File: config.mk
export PLATFORM = sky130hd
export DESIGN_NAME = pipe_stage_reg
export DESIGN_NICKNAME = d
export VERILOG_FILES = /design/src/rtl/pipe_stage_reg.sv
export SDC_FILE = /design/constraint.sdc
export NUM_CORES = 1
export LEC_CHECK = 0
export ABC_AREA = 1
export CELL_PAD_IN_SITES_DETAIL_PLACEMENT = 1
export CELL_PAD_IN_SITES_GLOBAL_PLACEMENT = 1
export CORE_MARGIN = 2
export CORE_UTILIZATION = 34
export DETAILED_ROUTE_END_ITERATION = 8
export PLACE_DENSITY = 0.86
export RECOVER_POWER = 25
export SYNTH_ARGS = -nofsm -noshare
export SYNTH_HDL_FRONTEND = slang
export SYNTH_SLANG_ARGS = --single-unit
File: constraint.sdc
create_clock -name clk -period 3.45 [get_ports clk]
set_input_delay 0.5175 -clock clk [delete_from_list [all_inputs] [get_ports clk]]
set_output_delay 0.5175 -clock clk [all_outputs]
set_load 0.02 [all_outputs]
File: src/rtl/pipe_stage_reg.sv
// Handshaked pipeline-stage register: opaque payload, optional skid entry with registered
// in_ready, synchronous flush, optional bubble zeroing and a saturating stall counter.
module pipe_stage_reg #(
  parameter int DATA_W          = 32,
  parameter int SKID            = 0,
  parameter int CLEAR_ON_BUBBLE = 1,
  parameter int CNT_W           = 16
) (
  input  logic              clk,
  input  logic              rst,
  input  logic              in_valid,
  output logic              in_ready,
  input  logic [DATA_W-1:0] in_data,
  output logic              out_valid,
  input  logic              out_ready,
  output logic [DATA_W-1:0] out_data,
  input  logic              flush,
  input  logic              stat_clr,
  output logic [CNT_W-1:0]  stall_cnt
);

  typedef enum logic [1:0] {
    ST_EMPTY = 2'd0,
    ST_ONE   = 2'd1,
    ST_FULL  = 2'd2
  } state_t;

  localparam logic              SKID_EN = (SKID != 0);
  localparam logic              CLR_EN  = (CLEAR_ON_BUBBLE != 0);
  localparam logic [DATA_W-1:0] ZERO    = {DATA_W{1'b0}};
  localparam logic [CNT_W-1:0]  CNT_MAX = {CNT_W{1'b1}};

  state_t             state_r, state_s;
  logic [DATA_W-1:0]  main_r, main_s;
  logic [DATA_W-1:0]  skid_r, skid_s;
  logic [CNT_W-1:0]   stall_cnt_r;
  logic               in_fire_s;
  logic               out_fire_s;

  assign out_valid  = (state_r != ST_EMPTY);
  assign in_fire_s  = in_valid & in_ready;
  assign out_fire_s = out_valid & out_ready;
  // With bubble clearing, main is zeroed whenever the stage empties, so it can drive out_data directly.
  assign out_data   = main_r;
  assign stall_cnt  = stall_cnt_r;

  generate
    if (SKID != 0) begin : g_skid
      logic in_ready_r;

      // Registered allowin: the stage can accept unless the next state is FULL.
      always_ff @(posedge clk or negedge rst) begin
        if (!rst) begin
          in_ready_r <= 1'b1;
        end else begin
          in_ready_r <= (state_s != ST_FULL);
        end
      end

      assign in_ready = in_ready_r;
    end else begin : g_noskid
      assign in_ready = !out_valid | out_ready;
    end
  endgenerate

  // Next-state and payload routing; flush overrides every transition.
  always_comb begin
    state_s = state_r;
    main_s  = main_r;
    skid_s  = skid_r;
    if (flush) begin
      state_s = ST_EMPTY;
      if (CLR_EN) begin
        main_s = ZERO;
        skid_s = ZERO;
      end else begin
        main_s = main_r;
        skid_s = skid_r;
      end
    end else begin
      case (state_r)
        ST_EMPTY: begin
          if (in_fire_s) begin
            state_s = ST_ONE;
            main_s  = in_data;
          end else begin
            state_s = ST_EMPTY;
          end
        end
        ST_ONE: begin
          if (in_fire_s && (!SKID_EN || out_fire_s)) begin
            state_s = ST_ONE;
            main_s  = in_data;
          end else if (in_fire_s) begin
            state_s = ST_FULL;
            skid_s  = in_data;
          end else if (out_fire_s) begin
            state_s = ST_EMPTY;
            if (CLR_EN) begin
              main_s = ZERO;
            end else begin
              main_s = main_r;
            end
          end else begin
            state_s = ST_ONE;
          end
        end
        ST_FULL: begin
          if (out_fire_s) begin
            state_s = ST_ONE;
            main_s  = skid_r;
          end else begin
            state_s = ST_FULL;
          end
        end
        default: begin
          state_s = ST_EMPTY;
          main_s  = ZERO;
          skid_s  = ZERO;
        end
      endcase
    end
  end

  // State and payload registers.
  always_ff @(posedge clk or negedge rst) begin
    if (!rst) begin
      state_r <= ST_EMPTY;
      main_r  <= ZERO;
      skid_r  <= ZERO;
    end else begin
      state_r <= state_s;
      main_r  <= main_s;
      skid_r  <= skid_s;
    end
  end

  // Saturating back-pressure counter; clear wins over increment.
  always_ff @(posedge clk or negedge rst) begin
    if (!rst) begin
      stall_cnt_r <= {CNT_W{1'b0}};
    end else if (stat_clr) begin
      stall_cnt_r <= {CNT_W{1'b0}};
    end else if (out_valid && !out_ready && (stall_cnt_r != CNT_MAX)) begin
      stall_cnt_r <= stall_cnt_r + CNT_W'(1'b1);
    end else begin
      stall_cnt_r <= stall_cnt_r;
    end
  end

endmodule

Yosys cells after proc, flatten, opt, wreduce, memory -nomap -nowiden
Cells that the tools add are included.
W data, S select, Z words.

storage, ports and cells
  output and inout port bits = 50
  register bits after elaboration = 82
  input bits = 38
  word-level logic and storage cells = 40

operators by class
  bitwise logic cells = 3
  reductions and logical operators = 9
  muxes and demuxes = 16
  add/sub/neg operators = 1
  eq/ne operators = 7

operators with widths
  operator                 number
  $mux W32                 7
  $pmux W32 S3             1
  $mux W16                 2
  $add A16 B1 Y16 const B  1
  $ne A16 B16 Y1 const B   1
  $ne A3 B3 Y1 const B     2
  $pmux W2 S3              1
  $mux W2                  2
  $ne A4 B4 Y1 const B     1
  $reduce_bool A2 Y1       2
  $mux W1                  3
  $reduce_and A3 Y1        1
  $reduce_or A3 Y1         1
  $and A1 B1 Y1            2
  $eq A2 B1 Y1 const B     1
  $eq A2 B2 Y1 const B     1
  $logic_and A1 B1 Y1      2
  $logic_not A1 Y1         2
  $logic_not A2 Y1         1
  $ne A2 B1 Y1 const B     1
  $or A1 B1 Y1             1

Logic depth before layout (Yosys ltp)
Gate-level depths: netlist (run 1).

  depth after elaboration = 7
  gate-level depth with buffers = 10
  mapped depth without buffers = 9

Worst setup path after synthesis (run 1)
Ideal clock, no wire load.

  path kind = register to register
  start point = reg stall_cnt_r[1] (netlist: stall_cnt[1])
  end point = reg stall_cnt_r[10] (netlist: stall_cnt[10])
  required time = 3.385 ns
  stages on the path, launching flop included = 11
  path slack = 1.840 ns
  arrival time = 1.545 ns
  clock period less this slack = 1.610 ns
  library setup time = 0.065 ns
  path buffers = 1
  cell sequence = dfrtp_1 ha_1 nand3_2 inv_2 nand2_1 nor2_2 nor2_2 nor2_4 buf_6 nand2_1 nand2_1

between the ends
  longest elaborated chain between the ends = 3
  elaborated cells on any way between the ends = 6

RTL lines
  what                                               RTL line  source
  start: declaration                                 36        logic [CNT_W-1:0] stall_cnt_r;
  start signal: assignment                           141       stall_cnt_r <= {CNT_W{1'b0}};
  start signal: assignment                           143       stall_cnt_r <= {CNT_W{1'b0}};
  start signal: assignment                           145       stall_cnt_r <= stall_cnt_r + CNT_W'(1'b1);
  $add A16 B1 Y16 or $ne A16 B16 Y1 (tied branches)  145, 144
  $mux W16 or $logic_and A1 B1 Y1 (tied branches)    144       end else if (out_valid && !out_ready && (stall_cnt_r != CNT_MAX)) begin
  $mux W16 or $reduce_bool A2 Y1 (tied branches)     --

Several ways; a longest one is shown, not always the timed one. The select of a mux whose other input is x is not followed.
A chain may end at the register's enable or synchronous reset.

Final worst setup path (run 1)
  start point = in out_ready
  end point = out in_ready

between the ends
  longest elaborated chain between the ends = 1

RTL lines
  what                RTL line  source
  start: declaration  15        input logic out_ready,
  $or A1 B1 Y1        62        assign in_ready = !out_valid | out_ready;
  end: declaration    12        output logic in_ready,

Every way passes these cells.

==> reports/metrics.yaml, run 1 <==
nets: 432
synthCells: 305
synth_sequential_area_ratio_pct: 52.1
criticalPathCategory: "input port to primary output"
synth.distinct_cells: 23
synth_area_mm2: 0.00240
ant_nets: 0
wl_per_cell_um: 14.3
syn_nets: 344
vias: 2267
worstPathMaxFanout: 4
grt_start_max_net_pins: 33
fin_area_mm2: 0.00345
core_mm2: 0.00683
drc: 0
critPathBufInv: 3
path_delay_family: "buffers and inverters"
final_core_utilization_pct: 50.5
crit_arrival_ns: 1.91
diodes: 0
synth.largest_area_cell: "dfrtp_1"
dp_hpwl_um: 5220
cpPeakStageDelay_ns: 0.62
cts_inserted_buffers: 5
via_per_inst: 4.63
hp-class: "register to register"
ff_latch_area_mm2: 0.00125
crit_slowest_cell: "clkdlybuf4s50_1"
muxShareOfSynthArea_pct: 0
critPathLaunchType: "input port"
synth_top_family_by_area: "simple AND/OR/NAND/NOR gates"
h-tree-depth: 2
rsz0062_at_grt: "false"
drtIter0Drc: 67
crit_chain: "clkdlybuf4s50_1 -> nor2_2 -> inv_1 -> clkdlybuf4s50_1"
post_synth_xor_area_fraction_pct: 1.82
postSynthAreaPerCell_um2: 7.87
synthSimpleGateAreaFrac_pct: 26.0
grt-ovfl-total: 0
n_fill_cell: 868
period_share_pct: 70.3
synth_warnings: 0
antenna_found_initial: 0
dieArea_mm2: 0.00775
synth_top_area_share_pct: 52.1
ys_ff_latch: 50
start_util_pct: 35.1
slew_headroom_pct: -23.3
cts-root-buf: "clkbuf_8"
postCtsSetupBuffers: 0
min_period_ns: 2.42
cts_hold_buf: 0
fmax_mhz: 413
slew_violations: 33
placement.cell_area_mm2: 0.00336
ir_worst_vdd_uv: 185
die_w_um: 88.0
area_delta_synth_final_pct: 43.6
worst_slack_ns: 1.03
dp_slack_ns: 1.03
cts_tree: "built"
grt_pass1_vias: 2370
rows: 30
port_buffers: 87
cts_sinks: 50
failed_checks: "max-capacitance violations, max-slew violations"
wirelength_um: 6990
multi_input_area_um2: 907
clockBufferDepth: 2
cpMostUsedCell: "clkdlybuf4s50_1"
end_kind: "primary output"
drive_above_1_share_pct: 4.82
maxCapViolations: 1
hold_viol_final: 0
clkTransAtPathRegs_ns: 0.11
drt_pre_antenna_iters: 4
powerDensity_mw_per_mm2: 342
synth-compound-area-share_pct: 9.17
ctsResizeCount: 0
die_y_um: 88.0
num_io_pins: 88
clkLatencyLatePin_ns: 0.31
routabilityCongestion: 0.799
fin_worst_skew_ns: 0.0136
track_usage_pct: 18.8
crit_required_ns: 2.93
grt_pass1_wl_um: 11500
setup_viol: 0
status: "finished, violations left"
synthAdderAreaFrac_pct: 0.521
worstMarginPinSlew_ns: 1.85
synth.area.top_cells: "dfrtp_1, nand2_1, inv_1"
finalSetupTns_ns: 0
p_leak_uw: 0.00160
state kept, by name, summed over array words and instances, names as in the netlist:
| signal | count |
|---|---|
| state_r | 2 |
| stall_cnt | 16 |
| out_data | 32 |
cell families (layout without fill, tap and decap cells):
group           Yosys count  after routing
simple gates            147            147
buf+inv                  61            150
flops                    50             50
compound gates           41             41
xor+xnor                  5              5
fa+ha+maj                 1              1
cells in the mapped netlist:
| cell type | n |
|---|---|
| o21bai_1 | 2 |
| inv_2 | 1 |
| nand4_1 | 13 |
| nor2_2 | 4 |
| o21ai_2 | 1 |
| ha_1 | 1 |
| o2111ai_1 | 1 |
| buf_2 | 1 |
| nand3_1 | 11 |
| o21ai_0 | 30 |
| nand2_1 | 92 |
| o211ai_1 | 1 |
| o21ai_1 | 6 |
| xor2_1 | 5 |
| nor2_1 | 24 |
| nand3_2 | 1 |
| nor2_4 | 1 |
| buf_4 | 3 |
| buf_6 | 1 |
| or2_2 | 1 |
| inv_1 | 51 |
| clkbuf_1 | 4 |
| dfrtp_1 | 50 |
path summary, 6_finish.rpt:
path	start	endpoint	slack, ns	depth (start not counted)
max	out_ready	in_ready	1.03	4
min	out_data[17]	out_data[17]	0.50	2
max reg2reg	stall_cnt[0]	stall_cnt[14]	1.51	9
min reg2reg	out_data[17]	out_data[17]	0.50	2
max in group asynchronous	rst	out_data[6]	1.04	2
min in group asynchronous	rst	out_data[22]	0.70	1
worst min-delay path: stages (launching register included):
cell	delay (ns)
dfrtp_1	0.36
nand2_1	0.05
o21ai_0	0.06
cells in the final DEF (no fill, tap or decap):
| cell type | n |
|---|---|
| nand2_1 | 92 |
| clkdlybuf4s50_1 | 86 |
| inv_1 | 51 |
| dfrtp_1 | 50 |
| o21ai_0 | 30 |
| nor2_1 | 24 |
| nand4_1 | 13 |
| nand3_1 | 11 |
| o21ai_1 | 6 |
| xor2_1 | 5 |
| clkbuf_8 | 5 |
| nor2_2 | 4 |
| clkbuf_1 | 3 |
| o21bai_1 | 2 |
| buf_4 | 2 |
| o211ai_1 | 1 |
| nand3_2 | 1 |
| inv_2 | 1 |
| nor2_4 | 1 |
| or2_2 | 1 |
| o2111ai_2 | 1 |
| o21ai_2 | 1 |
| ha_1 | 1 |
| inv_6 | 1 |
| clkinv_4 | 1 |
per-stage QoR:
step                std cells  power [uW]  hold WS, ns
finish                    490        1180        0.497
global route              490        1230        0.533
CTS                       490        1190        0.296
detailed placement        482         827        0.476
global placement          482         821        0.465
floorplan                 305         707        0.222
routing by layer:
| metal | GRT usage, % | part of all wire, % | up-vias |
|---|---|---|---|
| li1 | - | - | 1116 |
| met1 | 23.1 | 44 | 1082 |
| met4 | 4.41 | 0.69 | 0 |
| met5 | 0 | 0 | - |
| met2 | 31.8 | 48 | 64 |
| met3 | 6.97 | 7.7 | 5 |
layout make-up:
type / count / area share, %
multi-input cells: 194 / 26.3
inverters: 52 / 5.66
clock inverters: 2 / 0.508
clock buffers: 6 / 2.11
well taps: 96 / 3.48
repair buffers: 90 / 25.6
flip-flops and latches: 50 / 36.3
report_power, final:
group / internal [uW] / switching, uW / leakage, uW / total (uW)
clock network: 148 / 217 / 0.0000458 / 365
logic: 89.8 / 101 / 0.000879 / 191
registers: 608 / 14.0 / 0.000679 / 622
total: 846 / 332 / 0.00160 / 1180
Power figures use the tool's default switching activity.
==> run 2, diff against run 1 <==
--- a/config.mk
+++ b/config.mk
@@ -9,9 +9,9 @@
 export CELL_PAD_IN_SITES_DETAIL_PLACEMENT = 1
 export CELL_PAD_IN_SITES_GLOBAL_PLACEMENT = 1
 export CORE_MARGIN = 2
-export CORE_UTILIZATION = 34
+export CORE_UTILIZATION = 31
 export DETAILED_ROUTE_END_ITERATION = 8
-export PLACE_DENSITY = 0.86
+export PLACE_DENSITY = 0.8
 export RECOVER_POWER = 25
 export SYNTH_ARGS = -nofsm -noshare
 export SYNTH_HDL_FRONTEND = slang
==> constraint.sdc (replaced) <==
create_clock -name clk -period 2.3 [get_ports clk]
set_input_delay 0.345 -clock clk [delete_from_list [all_inputs] [get_ports clk]]
set_output_delay 0.345 -clock clk [all_outputs]
set_load 0.02 [all_outputs]
==> run 2 against run 1 <==
Effect of this change:
- the run now ends clean
- routed wire length decreased by 3.4%
- sequential share of layout area is 0.62 points lower
- first-iteration DRC count fell by 49%
- clock power is 72% higher
- die area increased by 9.2%
- hold slack got worse by 0.12 ns
- final area grew 1.7%
- clock skew up 0.00073 ns
- core utilization fell by 4.4 points
==> reports/metrics.yaml, run 2 (synthesis gave the netlist of run 1 again) <==
track_usage_pct: 16.7
setup_viol: 0
fmax_mhz: 480
final_cell_mix: "nand2_1, clkdlybuf4s50_1, inv_1, dfrtp_1, o21ai_0"
critPathLaunchType: "register"
p_int_uw: 1380
via_per_inst: 4.63
cts_sinks: 50
fin_cells: 500
maxCapViolations: 0
cts_inserted_buffers: 5
powerDensity_mw_per_mm2: 527
r2r-start: "stall_cnt[1]"
fin_worst_skew_ns: 0.0143
critPathLaunch: "state_r[1]"
status: "finished clean"
drive_above_1_share_pct: 6.28
period_share_pct: 90.5
port_buffers: 87
die_w_um: 92.0
grt_pass1_wl_um: 11300
clockBufferDepth: 2
routabilityCongestion: 0.773
drc: 0
end_kind: "primary output"
power_frac_seq_pct: 50.4
r2r_setup_slack_ns: 0.48
cts-root-buf: "clkbuf_8"
crit_slowest_cell: "clkdlybuf4s50_1"
swShare_pct: 25.5
n_fill_cell: 944
core_mm2: 0.00761
drtIter0Drc: 34
slew_violations: 0
p_leak_uw: 0.00164
dieArea_mm2: 0.00846
cpPeakStageDelay_ns: 0.62
clkPwrFrac_pct: 33.9
pwr-share-comb_pct: 15.7
crit_arrival_ns: 1.74
cts_tree: "built"
postCtsSetupBuffers: 0
area_delta_synth_final_pct: 46.1
drt_pre_antenna_iters: 4
switchingPower_uw: 470
die_y_um: 92.0
cts_hold_buf: 0
nets: 436
slew_headroom_pct: 15.5
min_period_ns: 2.08
clkTransAtPathRegs_ns: 0.10
grt-ovfl-total: 0
crit_chain: "nor2_1 -> nor2_2 -> inv_1 -> clkdlybuf4s50_1"
ir_worst_vdd_uv: 340
worstPathMaxFanout: 5
hold_viol_final: 0
finalSetupTns_ns: 0
largest_reg_flops: 32
antenna_found_initial: 0
ctsResizeCount: 0
num_io_pins: 88
dp_hpwl_um: 5080
hp-class: "input port to asynchronous set/reset pin"
rsz0062_at_grt: "false"
criticalPathCategory: "register to primary output"
ant_nets: 0
numPlacedInstances: 492
diodes: 0
rows: 32
h-tree-depth: 2
clkLatencyLatePin_ns: 0.30
wl_per_cell_um: 13.5
grt_start_max_net_pins: 51
r2r_end: "stall_cnt[14]"
vias: 2313
wirelength_um: 6750
grt_pass1_vias: 2439
worstMarginPinSlew_ns: 1.27
r2r_cells: 9
start_util_pct: 31.6
crit_required_ns: 1.96
final_common_cell: "nand2_1"
-- run 2: changes by cell type in the layout (fill, tap and decap cells not counted), sizes merged --
cell      change
buf           +5
bufinv        +1
clkbuf        -1
clkinv        -1
clkinvlp      +1
inv           -1
-- run 2: critical path, delay by kind of cell, from the launching register on --
family | cells | cell delay (ns)
buffers and inverters | 2 | 0.73
AND/OR/NAND/NOR | 2 | 0.26
flip-flops | 1 | 0.44
-- run 2: metal layers --
| metal | vias to the layer above | share of wire, % | GRT usage (%) |
|---|---|---|---|
| li1 | 1132 | - | - |
| met1 | 1108 | 41 | 19.8 |
| met2 | 71 | 47 | 27.1 |
| met3 | 2 | 11 | 8.46 |
| met4 | 0 | 0.50 | 4.23 |
| met5 | - | 0 | 0 |
-- run 2: power by group through the flow --
stage / clock network [uW] / registers (uW) / logic [uW]
2_1_floorplan: 0 / 989 / 71.9
3_3_place_gp: 0 / 947 / 291
3_5_place_dp: 0 / 949 / 296
4_1_cts: 658 / 932 / 298
5_1_grt: 696 / 936 / 319
6_report: 626 / 931 / 290
-- run 2: layout make-up --
cell class | count | area [um^2] | share of cell area [%]
clock buffers | 6 | 72.6 | 2.07
flip-flops and latches | 50 | 1250 | 35.7
repair buffers | 94 | 916 | 26.1
inverters | 52 | 195 | 5.57
multi-input cells | 194 | 907 | 25.9
well taps | 102 | 128 | 3.64
clock inverters | 2 | 37.5 | 1.07
-- run 2: per-stage QoR --
| stage | utilization, % | total power (uW) | area [um^2] | setup slack [ns] | hold slack, ns |
|---|---|---|---|---|---|
| finish | 46.1 | 1850 | 3510 | 0.218 | 0.379 |
| global route | 46.1 | 1950 | 3510 | 0.119 | 0.494 |
| CTS | 46.1 | 1890 | 3510 | 0.202 | 0.171 |
| detailed placement | 44.7 | 1240 | 3400 | 0.242 | 0.474 |
| global placement | 44.7 | 1240 | 3400 | 0.241 | 0.465 |
| floorplan | - | 1060 | 2400 | 0.690 | 0.0494 |
-- run 2: worst max path at each step --
stage / to / slack, ns / depth (start not counted)
2_1_floorplan: stall_cnt[10] / 0.69 / 10
3_3_place_gp: in_ready / 0.24 / 4
3_5_place_dp: in_ready / 0.24 / 4
4_1_cts: in_ready / 0.20 / 4
5_1_grt: in_ready / 0.12 / 4
6_report: in_ready / 0.22 / 4
==> run 3, diff against run 2 <==
--- a/config.mk
+++ b/config.mk
@@ -8,6 +8,7 @@
 export ABC_AREA = 1
 export CELL_PAD_IN_SITES_DETAIL_PLACEMENT = 1
 export CELL_PAD_IN_SITES_GLOBAL_PLACEMENT = 1
+export CORE_ASPECT_RATIO = 1.5
 export CORE_MARGIN = 2
 export CORE_UTILIZATION = 31
 export DETAILED_ROUTE_END_ITERATION = 8
==> run 3 against run 2 <==
Effect of this change:
- power grew 12%
- via count fell by 0.22%
- register-to-register slack got worse by 0.11 ns
- maximum frequency is 0.14% lower
- core utilization up 1.1 points
- worst setup slack got worse by 0.0030 ns
- sequential share of layout area down 0.65 points
- flip-flop and latch count did not move
- critical path depth did not move
- largest cell class unchanged
==> reports/metrics.yaml, run 3 (synthesis gave the netlist of run 1 again) <==
largest_reg_flops: 32
wirelength_um: 6850
crit_required_ns: 1.96
power_frac_seq_pct: 45.2
fin_worst_skew_ns: 0.00294
rsz0062_at_grt: "false"
ctsResizeCount: 0
wl_per_cell_um: 13.6
fmax_mhz: 480
end_kind: "primary output"
ir_worst_vdd_uv: 387
pwr-share-comb_pct: 14.1
clkTransAtPathRegs_ns: 0.07
drt_pre_antenna_iters: 4
grt_pass1_wl_um: 11500
cts_sinks: 50
status: "finished clean"
finalSetupTns_ns: 0
crit_chain: "clkdlybuf4s50_1 -> nor2_2 -> inv_1 -> clkdlybuf4s50_1"
critPathLaunch: "out_ready"
hold_ws_ns: 0.242
worstPathMaxFanout: 4
switchingPower_uw: 497
crit_arrival_ns: 1.74
ff_latch_area_mm2: 0.00125
r2r-start: "stall_cnt[1]"
maxCapViolations: 0
port_buffers: 87
critPathLaunchType: "input port"
slew_violations: 0
hp-class: "input port to asynchronous set/reset pin"
p_int_uw: 1570
rows: 39
ant_nets: 0
cts_inserted_buffers: 5
cts_hold_buf: 0
final_common_cell: "nand2_1"
multi_input_area_um2: 907
core_mm2: 0.00756
num_io_pins: 88
start_util_pct: 31.7
cts-root-buf: "clkbuf_16"
worstMarginPinSlew_ns: 1.11
dp_hpwl_um: 5220
period_share_pct: 90.6
area_delta_synth_final_pct: 48.8
n_fill_cell: 937
grt_pass1_vias: 2453
min_period_ns: 2.08
cts_tree: "built"
postCtsSetupBuffers: 0
h-tree-depth: 2
clkPwrFrac_pct: 40.7
dieArea_mm2: 0.00848
drtIter0Drc: 93
via_per_inst: 4.60
cpMostUsedCell: "clkdlybuf4s50_1"
grt_start_max_net_pins: 21
clkLatencyLatePin_ns: 0.29
antenna_found_initial: 0
criticalPathCategory: "input port to primary output"
slew_headroom_pct: 26.2
clockBufferDepth: 2
nets: 438
cpPeakStageDelay_ns: 0.64
swShare_pct: 24.1
routabilityCongestion: 0.833
powerDensity_mw_per_mm2: 578
final_cell_mix: "nand2_1, clkdlybuf4s50_1, inv_1, dfrtp_1, o21ai_0"
vias: 2308
hold_viol_final: 0
die_y_um: 112
grt-ovfl-total: 0
drive_above_1_share_pct: 6.00
track_usage_pct: 17.4
die_w_um: 75.9
crit_slowest_cell: "clkdlybuf4s50_1"
diodes: 0
p_leak_uw: 0.00166
drc: 0
setup_viol: 0
==> run 3: worst max-delay path: cells and delay by family <==
kind	cells	cell delay [ns]
buffers and inverters	3	1.30
AND/OR/NAND/NOR	1	0.09
==> run 3: per-stage QoR <==
step / area [um^2] / total power, uW / setup slack [ns] / utilization [%] / std cells
after floorplan: 2400 / 1060 / 0.690 / - / 305
after global placement: 3410 / 1240 / 0.245 / 45.1 / 494
after detailed placement: 3410 / 1250 / 0.220 / 45.1 / 494
after CTS: 3580 / 2100 / 0.212 / 47.3 / 502
after global routing: 3570 / 2150 / 0.137 / 47.2 / 502
final: 3570 / 2070 / 0.215 / 47.2 / 502
==> run 3: final cells by class <==
type                    count  area share, %
well taps                 102           3.57
multi-input cells         194           25.4
clock inverters             2           1.05
clock buffers               6           3.61
flip-flops and latches     50           35.0
repair buffers             96           25.9
inverters                  52           5.46
==> run 3: final timing paths <==
| check | to | slack (ns) | cells past startpoint |
|---|---|---|---|
| min in group clk | out_data[25] | 0.49 | 2 |
| setup reg to reg | stall_cnt[10] | 0.37 | 10 |
| hold / removal | out_data[2] | 0.24 | 1 |
| max in group asynchronous | stall_cnt[9] | 0.70 | 2 |
| hold reg to reg | out_data[25] | 0.49 | 2 |
| setup / recovery | in_ready | 0.22 | 4 |
==> run 3: routing by layer <==
| layer | track usage, % | vias up | share of wire, % |
|---|---|---|---|
| met2 | 28.7 | 67 | 51 |
| met5 | 0 | - | 0 |
| li1 | - | 1131 | - |
| met1 | 20.6 | 1105 | 40 |
| met4 | 4.56 | 0 | 1.1 |
| met3 | 6.88 | 5 | 8.0 |
==> run 3: power groups by stage <==
| stage | combinational (uW) | sequential, uW | clock, uW |
|---|---|---|---|
| after detailed placement | 298 | 949 | 0 |
| after floorplan | 71.9 | 989 | 0 |
| after global placement | 293 | 948 | 0 |
| after CTS | 299 | 933 | 871 |
| after global routing | 319 | 937 | 899 |
| final | 292 | 933 | 840 |
